### src/rtl/seq_pkg.sv
// seq_pkg: state encodings and shared constants for the multicycle sequencer.
package seq_pkg;
  typedef enum logic [2:0] {
    S_FETCH     = 3'd0,
    S_DECODE    = 3'd1,
    S_EXECUTE   = 3'd2,
    S_MEMORY    = 3'd3,
    S_WRITEBACK = 3'd4,
    S_HALTED    = 3'd5
  } state_t;
  localparam int MEM_TIMEOUT_DEFAULT = 255;
  localparam int WAIT_W = 8;
endpackage

### src/rtl/mem_wait_timer.sv
// mem_wait_timer: counts stalled request cycles and flags the cycle the limit is reached.
module mem_wait_timer import seq_pkg::*; (
  input  logic              i_clk,
  input  logic              i_rst,
  input  logic              i_clear,
  input  logic              i_enable,
  input  logic [WAIT_W-1:0] i_limit,
  output logic              o_expired
);
  logic [WAIT_W-1:0] r_count;
  always_ff @(posedge i_clk or posedge i_rst)
    if (i_rst) r_count <= '0;
    else if (i_clear) r_count <= '0;
    else if (i_enable) r_count <= r_count + 1'b1;
  // Expires in the stalled cycle that would bring the count up to the limit.
  assign o_expired = i_enable && (r_count == i_limit - 1'b1);
endmodule

### src/rtl/multicycle_sequencer.sv
// multicycle_sequencer: fetch/decode/execute/memory/writeback control FSM with memory timeout.
module multicycle_sequencer import seq_pkg::*; #(
  parameter int MEM_TIMEOUT = MEM_TIMEOUT_DEFAULT,
  parameter int RETIRE_W    = 32
) (
  input  logic                i_clk,
  input  logic                i_rst,
  input  logic                i_halt,
  input  logic                i_dmem_read_enable,
  input  logic                i_dmem_write_enable,
  input  logic                i_reg_write_enable,
  input  logic                i_mem_ready,
  output logic                o_mem_req,
  output logic                o_mem_is_fetch,
  output logic                o_mem_we,
  output logic                o_ir_load,
  output logic                o_pc_write,
  output logic                o_reg_write,
  output logic                o_retire,
  output logic                o_halted,
  output logic                o_fault,
  output logic [2:0]          o_state,
  output logic [RETIRE_W-1:0] o_retire_count
);
  state_t              r_state;
  logic                r_fault;
  logic [RETIRE_W-1:0] r_retire_count;
  logic                w_in_fetch, w_in_mem, w_in_wb, w_pending, w_expired;
  assign w_in_fetch = r_state == S_FETCH;
  assign w_in_mem   = r_state == S_MEMORY;
  assign w_in_wb    = r_state == S_WRITEBACK;
  assign w_pending  = w_in_fetch | w_in_mem;
  // Outside a request, or once it completes, the counter is held at zero so each new request starts fresh.
  mem_wait_timer u_timer (
    .i_clk     (i_clk),
    .i_rst     (i_rst),
    .i_clear   (~w_pending | i_mem_ready),
    .i_enable  (w_pending & ~i_mem_ready),
    .i_limit   (WAIT_W'(MEM_TIMEOUT)),
    .o_expired (w_expired)
  );
  always_ff @(posedge i_clk or posedge i_rst)
    if (i_rst) begin
      r_state        <= S_FETCH;
      r_fault        <= 1'b0;
      r_retire_count <= '0;
    end else if (w_expired) begin
      r_state <= S_HALTED;
      r_fault <= 1'b1;
    end else begin
      case (r_state)
        S_FETCH:     if (i_mem_ready) r_state <= S_DECODE;
        S_DECODE:    r_state <= i_halt ? S_HALTED : S_EXECUTE;
        S_EXECUTE:   r_state <= (i_dmem_read_enable | i_dmem_write_enable) ? S_MEMORY : S_WRITEBACK;
        S_MEMORY:    if (i_mem_ready) r_state <= S_WRITEBACK;
        S_WRITEBACK: begin
          r_state        <= S_FETCH;
          r_retire_count <= r_retire_count + 1'b1;
        end
        default:     r_state <= S_HALTED;
      endcase
    end
  assign o_state        = r_state;
  assign o_halted       = r_state == S_HALTED;
  assign o_fault        = r_fault;
  assign o_retire_count = r_retire_count;
  // Reset state is FETCH, so request and strobes are masked while reset is held.
  assign o_mem_req      = w_pending & ~i_rst;
  assign o_mem_is_fetch = w_in_fetch & ~i_rst;
  assign o_mem_we       = w_in_mem & i_dmem_write_enable & ~i_rst;
  assign o_ir_load      = w_in_fetch & i_mem_ready & ~i_rst;
  assign o_pc_write     = w_in_wb & ~i_rst;
  assign o_retire       = w_in_wb & ~i_rst;
  assign o_reg_write    = w_in_wb & i_reg_write_enable & ~i_rst;
endmodule

### config.mk
export PLATFORM = sky130hd
export DESIGN_NAME = multicycle_sequencer
export DESIGN_NICKNAME = d
export VERILOG_FILES = /design/src/rtl/seq_pkg.sv /design/src/rtl/mem_wait_timer.sv /design/src/rtl/multicycle_sequencer.sv
export SDC_FILE = /design/constraint.sdc
export NUM_CORES = 1
export LEC_CHECK = 0
export ABC_CLOCK_PERIOD_IN_PS = 2700
export CAP_MARGIN = 15
export CORE_MARGIN = 3
export CORE_UTILIZATION = 49
export DETAILED_ROUTE_END_ITERATION = 10
export PLACE_DENSITY_LB_ADDON = 0.3
export SETUP_SLACK_MARGIN = 0.4
export SLEW_MARGIN = 20
export SYNTH_ARGS = -nofsm -noshare
export SYNTH_HDL_FRONTEND = slang
export SYNTH_SLANG_ARGS = --single-unit
### constraint.sdc
create_clock -name i_clk -period 2.7 [get_ports i_clk]
set_input_delay 0.54 -clock i_clk [delete_from_list [all_inputs] [get_ports i_clk]]
set_output_delay 0.54 -clock i_clk [all_outputs]
set_load 0.03 [all_outputs]
== Word level (Yosys, flattened, before mapping) ==
Index checks and enable logic that the tools add are counted.

* Input port bits: 7
* Flip-flop bits (word level): 44
* Output and inout bits: 44
* Logic and storage cells: 44

* Muxes and demuxes: 8
* Add/subtract/negate cells: 2
* Bitwise logic cells: 17
* Eq/ne operators: 8
* Reduce and logical (&&, ||, !) cells: 5

{| class="wikitable"
|+ Operators with widths
! cell !! number
|-
| $add A32 B1 Y32 const B || 1
|-
| $mux W8 || 2
|-
| $mux W3 || 5
|-
| $pmux W3 S5 || 1
|-
| $and A1 B1 Y1 || 10
|-
| $add A8 B1 Y8 const B || 1
|-
| $eq A8 B8 Y1 const B || 1
|-
| $eq A3 B2 Y1 const B || 2
|-
| $eq A3 B3 Y1 const B || 2
|-
| $ne A3 B2 Y1 const B || 2
|-
| $not A1 Y1 || 4
|-
| $reduce_and A2 Y1 || 2
|-
| $eq A3 B1 Y1 const B || 1
|-
| $logic_not A3 Y1 || 1
|-
| $or A1 B1 Y1 || 3
|-
| $reduce_bool A2 Y1 || 1
|-
| $logic_and A1 B1 Y1 || 1
|}

== Depth between registers and ports, before layout ==
Gate-level depths: netlist of the first run.

* Word-level depth: 6
* Gate-level depth with buffers: 6
* Gate-level depth less buffers: 5

== Modules after synthesis ==
Synthesis of the first run repeated with hierarchy kept, for this count alone.

* Cell total of the unflattened synthesis: 234
* Area total of the unflattened synthesis: 2444.8 um^2

{| class="wikitable"
|+ Modules (own cells, without submodules)
! module !! area each (um^2) !! sequential area each (um^2) !! cells each !! times used
|-
| multicycle_sequencer || 1819.2 || 900.9 || 164 || 1
|-
| mem_wait_timer || 625.6 || 200.2 || 70 || 1
|}

== Worst setup path before layout of the first run ==
OpenSTA, ideal clock, no wires.

* Path type: register to output
* Start point: reg r_state[1], in the netlist o_state[1]
* End point: out o_ir_load
* Buffers on the path: 1
* Setup slack: -0.063 ns
* Arrival time: 2.223 ns
* Cell stages (with the launch flop): 4
* Data required time: 2.160 ns
* Path through: dfrtp_1 -> clkbuf_1 -> nor4_1 -> and2_1

* Longest elaborated chain between the ends: 3

{| class="wikitable"
|+ Ends and longest elaborated chain
! element !! RTL line !! text
|-
| from (decl) || multicycle_sequencer.sv:25 || <nowiki>state_t r_state;</nowiki>
|-
| from (signal assigned) || multicycle_sequencer.sv:53 || <nowiki>S_DECODE: r_state <= i_halt ? S_HALTED : S_EXECUTE;</nowiki>
|-
| from (signal assigned) || multicycle_sequencer.sv:54 || <nowiki>S_EXECUTE: r_state <= (i_dmem_read_enable | i_dmem_write_enable) ? S_MEMORY : S_WRITEBACK;</nowiki>
|-
| $logic_not A3 Y1 || multicycle_sequencer.sv:29 || <nowiki>assign w_in_fetch = r_state == S_FETCH;</nowiki>
|-
| $and A1 B1 Y1 (2 in a row) || multicycle_sequencer.sv:71 || <nowiki>assign o_ir_load = w_in_fetch & i_mem_ready & ~i_rst;</nowiki>
|-
| to (decl) || multicycle_sequencer.sv:16 || <nowiki>output logic o_ir_load,</nowiki>
|}

No other way between the ends.

== Worst setup path in the final report of the first run ==
* Start point: reg r_state[2], in the netlist o_state[2]
* End point: out o_retire

* Longest elaborated chain between the ends: 2

{| class="wikitable"
|+ Ends and longest elaborated chain
! element !! RTL line !! text
|-
| $eq A3 B3 Y1 || multicycle_sequencer.sv:31 || <nowiki>assign w_in_wb = r_state == S_WRITEBACK;</nowiki>
|-
| $and A1 B1 Y1 || multicycle_sequencer.sv:73 || <nowiki>assign o_retire = w_in_wb & ~i_rst;</nowiki>
|-
| to (decl) || multicycle_sequencer.sv:19 || <nowiki>output logic o_retire,</nowiki>
|}

No other way between the ends.

==> flow_metrics.tcl, run 1 <==
set metrics [dict create \
    status "complete, no violations" \
    io_pins 51 \
    dp.cells 296 \
    diodes 0 \
    grt_antenna_before_repair 0 \
    hp-class "flop to flop" \
    ant_nets 0 \
    critical_path.max_fanout 7 \
    grt_pass1_wl_mm 7.13 \
    area_growth_pct 31.3 \
    rsz0062_at_grt "true" \
    worstSetupStartpointType "flop" \
    htreeDepth 2 \
    overflow 0 \
    hold_buffers 0 \
    place.port_buffers 50 \
    grt_util_all_layers_pct 17.6 \
    cts_tree "built" \
    mostFrequentLayoutCells "dfrtp_1 (44), clkdlybuf4s50_1 (41), xnor2_1 (28), nand3_1 (16), nand4_1 (16)" \
    clkSinkCount 44 \
    drt_first_iter_violations 75 \
    nNetsFinal 263 \
    clk_path_buf_depth 2 \
    globalplace.congestion 0.778 \
    post_drt_wl_per_cell_um 13.9 \
    final_cells 304 \
    fp-row-count 23 \
    post-cts-setup-buffer-count 0 \
    first_global_vias 1555 \
    die_width_um 71.8 \
    syn_area_um2 2120 \
    synth_edf_count 0 \
    synth_cells 196 \
    slew_violations 0 \
    worstPathRequired_ns 2.16 \
    grt_max_degree 45 \
    num_vias 1624 \
    hold_violations 0 \
    worstMarginPinSlew_ns 0.726 \
    hpwl_mm 3.13 \
    dieArea_um2 5150 \
    coreArea_um2 4090 \
    clock_latency_ns 0.29 \
    final_common_cell "dfrtp_1" \
    worstPathArrival_ns 1.71 \
    wl_mm 4.23 \
    maxSlewHeadroom_pct 51.2 \
    p_per_area_nw_per_um2 395 \
    drv_cap 0 \
    cts-root-buf "clkbuf_8" \
    cts_made_buffers 5 \
    ys_types 36 \
    fin_crit_ns 2.25 \
    place_area_um2 2700 \
    fin_tns_setup_ns 0 \
    drive_gt1_share_pct 8.27 \
    synth_seq_area_share_pct 51.9 \
    worst-setup-path-type "flop to primary output" \
    synth-main-ff-cell "dfrtp_1" \
    start_util_pct 51.9 \
    synthArstFlopShare_pct 100 \
    period_share_pct 83.3 \
    fmax_mhz 445 \
    yosysWarnings 0 \
    p_leak_nw 1.23 \
    setup_violations 0 \
    synth-seq-cells 44 \
    fin_area_um2 2780 \
    end_kind "primary output" \
    path_clk_slew_ns 0.07 \
    drc_errors 0 \
    syn_nets 206 \
    finClkSkew_ns 0.00330 \
    fp.dieH_um 71.8 \
    postSynthAreaPerCell_um2 10.8 \
    peakVddDrop_mv 0.218 \
    dr.pass1.iters 4 \
    viasPerCell 5.34 \
]
synth_stat cells, types with 2 or more instances:
cell type  number  area, µm²
a21oi_1         2       10.0
and2_1          4       25.0
and3_1          6       37.5
and4_1          5       43.8
buf_2           2       10.0
clkbuf_1        2       7.51
dfrtp_1        44       1100
ha_1            3       37.5
inv_1           5       18.8
nand2_1        11       41.3
nand3_1        16       80.1
nand4_1        16        100
nor2_1         15       56.3
nor3_1          2       10.0
nor3b_1         3       22.5
nor4_1          3       18.8
or2_2           2       12.5
xnor2_1        28        245
xor2_1         10       87.6
sequential cells by signal, indices dropped and copies added, names as in the netlist:
signal and count:
u_timer.r_count 8, o_fault 1, o_retire_count 32, o_state 3
logic make-up after synthesis:
family          after synthesis  synth area share [%]
buf+inv                      11                  2.60
simple gates                 92                  25.6
fa+ha+maj                     3                  1.77
compound gates                8                  2.42
xor+xnor                     38                  15.7
flops                        44                  51.9
worst max-delay path: stages, from the launching register on:
cell           delay, ns
dfrtp_1             0.47
or3b_1              0.39
nor2_1              0.14
dlygate4sd2_1       0.42
path summary, 6_finish.rpt:
path                       startpoint  slack, ns                  to  cells past startpoint
max                        o_state[2]       0.45            o_retire                      3
min                           o_fault       0.47             o_fault                      1
max reg2reg                o_state[2]       0.72  o_retire_count[24]                      5
min reg2reg                   o_fault       0.47             o_fault                      1
max in group asynchronous       i_rst       1.80  o_retire_count[28]                      3
min in group asynchronous       i_rst       0.54   o_retire_count[2]                      3
report_power, final:
part / internal [mW] / switching, mW
clock: 0.209 / 0.205
sequential: 0.658 / 0
combinational: 0.0103 / 0.0170
total: 0.877 / 0.222
final cells by class:
cell class                      instances  area [µm²]
Clock buffer                            8        90.1
Multi-Input combinational cell        141         970
Tap cell                               50        62.6
Fill cell                             321        1300
Timing Repair Buffer                   56         537
Sequential cell                        44        1100
Inverter                                5        22.5
metal layers:
layer	GRT usage (%)	vias up	wire [µm]
li1	-	795	-
met1	23.8	775	1970
met2	27.8	49	1950
met3	3.65	5	252
met4	6.89	0	57
met5	0	-	0
stage by stage:
stage | power, mW | util (%) | worst slack, ns | hold slack (ns)
after floorplan | 0.684 | - | 0.300 | 0.489
after global placement | 0.700 | 66.0 | 0.158 | 0.445
after detailed placement | 0.700 | 66.0 | 0.137 | 0.461
after CTS | 1.11 | 68.0 | 0.369 | 0.483
after global routing | 1.14 | 68.1 | 0.366 | 0.503
final | 1.10 | 68.1 | 0.451 | 0.473
what timing repair did:
action	in CTS	in global routing
gates resized for setup	7	1
endpoints found under the setup margin	7	5
endpoints found under the hold margin	0	0
No activity file was read; power rests on OpenSTA's default activity.
==> run 2, diff against run 1 <==
--- a/config.mk
+++ b/config.mk
@@ -5,7 +5,7 @@
 export SDC_FILE = /design/constraint.sdc
 export NUM_CORES = 1
 export LEC_CHECK = 0
-export ABC_CLOCK_PERIOD_IN_PS = 2700
+export ABC_CLOCK_PERIOD_IN_PS = 2300
 export CAP_MARGIN = 15
 export CORE_MARGIN = 3
 export CORE_UTILIZATION = 49
==> constraint.sdc (replaced) <==
create_clock -name i_clk -period 2.3 [get_ports i_clk]
set_input_delay 0.46 -clock i_clk [delete_from_list [all_inputs] [get_ports i_clk]]
set_output_delay 0.46 -clock i_clk [all_outputs]
set_load 0.03 [all_outputs]
==> run 2 against run 1 <==
Against the previous run:
- hold slack worse by 0.0026 ns
- critical path depth up 1
- clock skew up 0.0061 ns
- sequential power up 17%
- combinational power up 48%
==> flow_metrics.tcl, run 2 (same netlist as run 1, synthesis figures left out) <==
set metrics [dict create \
    status "complete, no violations" \
    maxSlewHeadroom_pct 58.2 \
    hpwl_mm 3.19 \
    setup_violations 0 \
    peakVddDrop_mv 0.318 \
    wl_mm 4.64 \
    layout_setup_ws_ns 0.334 \
    overflow 0 \
    hp-class "flop to flop" \
    cts_made_buffers 5 \
    die_width_um 71.8 \
    drv_cap 0 \
    end_kind "primary output" \
    mostFrequentLayoutCells "dfrtp_1 (43), xnor2_1 (28), buf_4 (19), dlymetal6s2s_1 (18)" \
    start_util_pct 51.9 \
    globalplace.congestion 0.853 \
    drt_first_iter_violations 138 \
    largest_reg_flops 32 \
    first_global_vias 1724 \
    fin_tns_setup_ns 0 \
    cp_slowest_cell "dfrtp_1" \
    nNetsFinal 276 \
    grt_pass1_wl_mm 7.67 \
    p_leak_nw 1.68 \
    path_clk_slew_ns 0.08 \
    n_fill_cell 291 \
    post_drt_wl_per_cell_um 14.6 \
    worstSetupStartpointType "flop" \
    slew_violations 0 \
    worstMarginPinSlew_ns 0.626 \
    fp.dieH_um 71.8 \
    finClkSkew_ns 0.00936 \
    power.switching_mw 0.276 \
    cts-root-buf "clkbuf_8" \
    fmax_mhz 509 \
    dr.pass1.iters 4 \
    p_int_mw 1.11 \
    fp-row-count 23 \
    clock_latency_ns 0.30 \
    hold_buffers 0 \
    max_stage_delay_ns 0.42 \
    multi_input_comb_area_um2 1050 \
    place.port_buffers 50 \
    period_share_pct 85.5 \
    critical_path.max_fanout 4 \
    p_comb_share_pct 2.9 \
    hold_violations 0 \
    pwr-share-clk_pct 41.4 \
    num_vias 1700 \
    io_pins 51 \
    clkSinkCount 44 \
    path_cells "or3b_4, buf_6, nor2_4, buf_6" \
    clk_path_buf_depth 2 \
    cpMostUsedCell "buf_6" \
    htreeDepth 2 \
    worstPathArrival_ns 1.51 \
    grt_util_all_layers_pct 18.9 \
    fin_area_um2 3020 \
    worstPathRequired_ns 1.84 \
    place_area_um2 2740 \
    worst-setup-path-type "flop to primary output" \
    drc_errors 0 \
    rsz0062_at_grt "true" \
    diodes 0 \
    fin_crit_ns 1.97 \
    coreArea_um2 4090 \
    netSwitchingFraction_pct 19.9 \
    seq_area_um2 1100 \
    cts_tree "built" \
    p_per_area_nw_per_um2 459 \
    cpLargestDelayFamily "simple AND/OR/NAND/NOR gates" \
    final_common_cell "dfrtp_1" \
    area_growth_pct 42.6 \
    grt_antenna_before_repair 0 \
    seqPwrFrac_pct 55.7 \
    viasPerCell 5.36 \
    pre_cts_ws_ns 0.258 \
    crit_buf_inv 2 \
    dieArea_um2 5150 \
    ant_nets 0 \
    drive_gt1_share_pct 19.9 \
    grt_max_degree 45 \
]
## run 2: changes by cell type in the layout (fill, tap and decap cells not counted), sizes merged
cell and delta:
clkdlybuf4s50 -27, buf +19, dlymetal6s2s +17, dlygate4sd2 +2, bufinv +1, clkbuf -1
clkdlybuf4s15 +1, clkinv +1
## run 2: per-stage QoR
| step | hold WS [ns] | util (%) | power, mW | cells |
|---|---|---|---|---|
| 2_1_floorplan | 0.469 | - | 0.804 | 196 |
| 3_3_place_gp | 0.443 | 67.1 | 0.825 | 297 |
| 3_5_place_dp | 0.449 | 67.1 | 0.825 | 297 |
| 4_1_cts | 0.472 | 70.3 | 1.40 | 308 |
| 5_1_grt | 0.498 | 74.0 | 1.44 | 317 |
| 6_report | 0.470 | 74.0 | 1.39 | 317 |
## run 2: final cells by class
type	count	area share (%)
multi-input combinational	141	34.6
clock buffer	6	2.40
tap	50	2.07
sequential	44	36.5
clock inverter	2	1.16
timing repair buffer	69	22.5
inverter	5	0.745
## run 2: worst paths after layout
check                      startpoint            endpoint  slack (ns)  cells past startpoint
max                        o_state[1]            o_retire        0.33                      4
min                           o_fault             o_fault        0.47                      1
max reg2reg                o_state[1]  o_retire_count[18]        0.44                      6
min reg2reg                   o_fault             o_fault        0.47                      1
max in group asynchronous       i_rst          o_state[0]        1.41                      3
min in group asynchronous       i_rst   o_retire_count[8]        0.49                      3
## run 2: worst reg2reg max path, cell delays in order, from the launching register on
cell and delay [ns]:
dfrtp_1 0.42, or3b_4 0.42, buf_4 0.17, nor4_4 0.28, buf_4 0.19, nand4_1 0.12, xnor2_1 0.15
## run 2: layer usage
| metal | GRT usage (%) | vias up | part of all wire, % |
|---|---|---|---|
| met1 | 23.7 | 828 | 44 |
| li1 | - | 822 | - |
| met5 | 0 | - | 0 |
| met4 | 5.64 | 0 | 1.2 |
| met2 | 31.6 | 44 | 49 |
| met3 | 5.47 | 6 | 5.9 |
## run 2: power by group through the flow
stage / clock, mW / sequential, mW / combinational [mW]
finish: 0.575 / 0.773 / 0.0404
global route: 0.618 / 0.773 / 0.0453
CTS: 0.585 / 0.773 / 0.0374
detailed placement: 0 / 0.788 / 0.0372
global placement: 0 / 0.788 / 0.0365
floorplan: 0 / 0.788 / 0.0154
## run 2: what timing repair did
action / CTS / global route
pin swaps: 2 / 4
setup endpoints to repair: 19 / 35
endpoints found under the hold margin: 0 / 0
resized for setup: 16 / 30
buffers inserted: 3 / 9
==> run 3, diff against run 2 <==
--- a/config.mk
+++ b/config.mk
@@ -16,3 +16,4 @@
 export SYNTH_ARGS = -nofsm -noshare
 export SYNTH_HDL_FRONTEND = slang
 export SYNTH_SLANG_ARGS = --single-unit
+export TNS_END_PERCENT = 20
==> run 3 against run 2 <==
Against the previous run:
- count of clock-buffer cells in the layout unchanged
- sequential power hardly changed
- clock skew decreased by 0.0038 ns
- power down 9.5%
- first-iteration DRC count down 51%
- sequential share of layout area grew 0.34 points
- combinational power shrank 17%
- via count is 1.2% higher
- cell area shrank 1.0%
- critical endpoint unchanged
- largest cell class unchanged
- largest power group unchanged
==> flow_metrics.tcl, run 3 (same netlist as run 1, synthesis figures left out) <==
set metrics [dict create \
    power.switching_mw 0.264 \
    worstSetupStartpointType "flop" \
    finClkSkew_ns 0.00552 \
    io_pins 51 \
    min_from "o_fault" \
    whs_ns 0.467 \
    area_growth_pct 41.1 \
    multi_input_comb_area_um2 1020 \
    post_drt_wl_per_cell_um 14.2 \
    grt_util_all_layers_pct 19.1 \
    nNetsFinal 281 \
    min_to "o_fault" \
    dieArea_um2 5150 \
    wl_mm 4.56 \
    r2r_setup_slack_ns 0.34 \
    fmax_mhz 487 \
    fp-row-count 23 \
    pwr-share-clk_pct 35.8 \
    start_util_pct 51.9 \
    fp.dieH_um 71.8 \
    drive_gt1_share_pct 18.8 \
    clock_latency_ns 0.29 \
    largest_reg_flops 32 \
    seqPwrFrac_pct 61.5 \
    critical_path.max_fanout 2 \
    netSwitchingFraction_pct 21.0 \
    die_width_um 71.8 \
    fin_tns_setup_ns 0 \
    reg2reg_depth 8 \
    pre_cts_ws_ns 0.0198 \
    maxSlewHeadroom_pct 59.1 \
    rsz0062_at_grt "true" \
    globalplace.congestion 0.783 \
    place_area_um2 2720 \
    max_stage_delay_ns 0.40 \
    fin_crit_ns 2.05 \
    cts_made_buffers 5 \
    hpwl_mm 3.04 \
    peakVddDrop_mv 0.359 \
    hp-class "flop to flop" \
    cp_slowest_cell "dfrtp_1" \
    p_int_mw 0.992 \
    clkSinkCount 44 \
    p_comb_share_pct 2.7 \
    num_vias 1720 \
    grt_antenna_before_repair 0 \
    worst-setup-path-type "flop to primary output" \
    cts_tree "built" \
    rr_endpoint "o_retire_count[18]" \
    n_fill_cell 290 \
    diodes 0 \
    setup_violations 0 \
    worstPathRequired_ns 1.84 \
    final_common_cell "dfrtp_1" \
    path_cells "buf_6, or3b_4, buf_6, nor2_4, buf_6" \
    holdPathStages 1 \
    clk_path_buf_depth 2 \
    fin_area_um2 2990 \
    worstPathArrival_ns 1.59 \
    ant_nets 0 \
    power_mw 1.26 \
    p_leak_nw 1.32 \
    r2r_start "o_state[0]" \
    dr.pass1.iters 4 \
    mostFrequentLayoutCells "dfrtp_1 (44), clkdlybuf4s50_1 (40), xnor2_1 (28), buf_4 (19), nand4_1 (16)" \
    seq_area_um2 1100 \
    drt_first_iter_violations 68 \
    path_clk_slew_ns 0.07 \
    drc_errors 0 \
    coreArea_um2 4090 \
    cpMostUsedCell "buf_6" \
    hold_buffers 0 \
    place.port_buffers 50 \
    period_share_pct 89.2 \
    layout_setup_ws_ns 0.247 \
    slew_violations 0 \
    viasPerCell 5.36 \
    end_kind "primary output" \
    hold_violations 0 \
    first_global_vias 1675 \
    p_per_area_nw_per_um2 420 \
    grt_max_degree 45 \
    cts-root-buf "clkbuf_8" \
    grt_pass1_wl_mm 7.74 \
    worstMarginPinSlew_ns 0.612 \
    status "complete, no violations" \
    htreeDepth 2 \
    drv_cap 0 \
    overflow 0 \
]
## run 3: worst max-delay path, delay by kind of cell, from the launching register on
| kind | cells | cell delay, ns |
|---|---|---|
| buffers and inverters | 3 | 0.41 |
| flip-flops | 1 | 0.40 |
| AND/OR/NAND/NOR | 2 | 0.50 |
## run 3: worst max path at each step
stage / from / to
floorplan: o_state[1] / o_mem_req
global placement: i_rst / o_reg_write
detailed placement: i_rst / o_reg_write
CTS: o_state[0] / o_pc_write
global route: o_state[1] / o_retire
finish: o_state[0] / o_retire
## run 3: repair_timing
item	in CTS	in global routing
pin swaps	4	5
gates resized for setup	20	9
setup endpoints to repair	30	51
cloned	0	1
buffers inserted	9	6
## run 3: power groups by stage
stage,clock (mW),sequential [mW],combinational (mW)
after floorplan,0,0.788,0.0152
after global placement,0,0.788,0.0348
after detailed placement,0,0.788,0.0352
after CTS,0.459,0.773,0.0351
after global routing,0.499,0.773,0.0381
final,0.450,0.773,0.0336
## run 3: routing by layer
metal,global-route usage [%],routed length (µm),vias up
met1,23.6,1940,818
li1,-,-,839
met5,0,0,-
met3,5.89,266,12
met4,6.89,95,0
met2,31.7,2270,51
## run 3: per-stage QoR
| step | util [%] | instances |
|---|---|---|
| 6_report | 73.2 | 321 |
| 2_1_floorplan | - | 196 |
| 3_3_place_gp | 66.5 | 298 |
| 4_1_cts | 71.5 | 314 |
| 5_1_grt | 73.2 | 321 |
| 3_5_place_dp | 66.5 | 298 |
## run 3: cell type report
class	count	share of cell area (%)
well taps	50	2.09
clock inverters	1	0.167
clock buffers	6	2.43
inverters	5	0.753
flip-flops and latches	44	36.8
multi-input cells	142	34.1
repair buffers	73	23.6
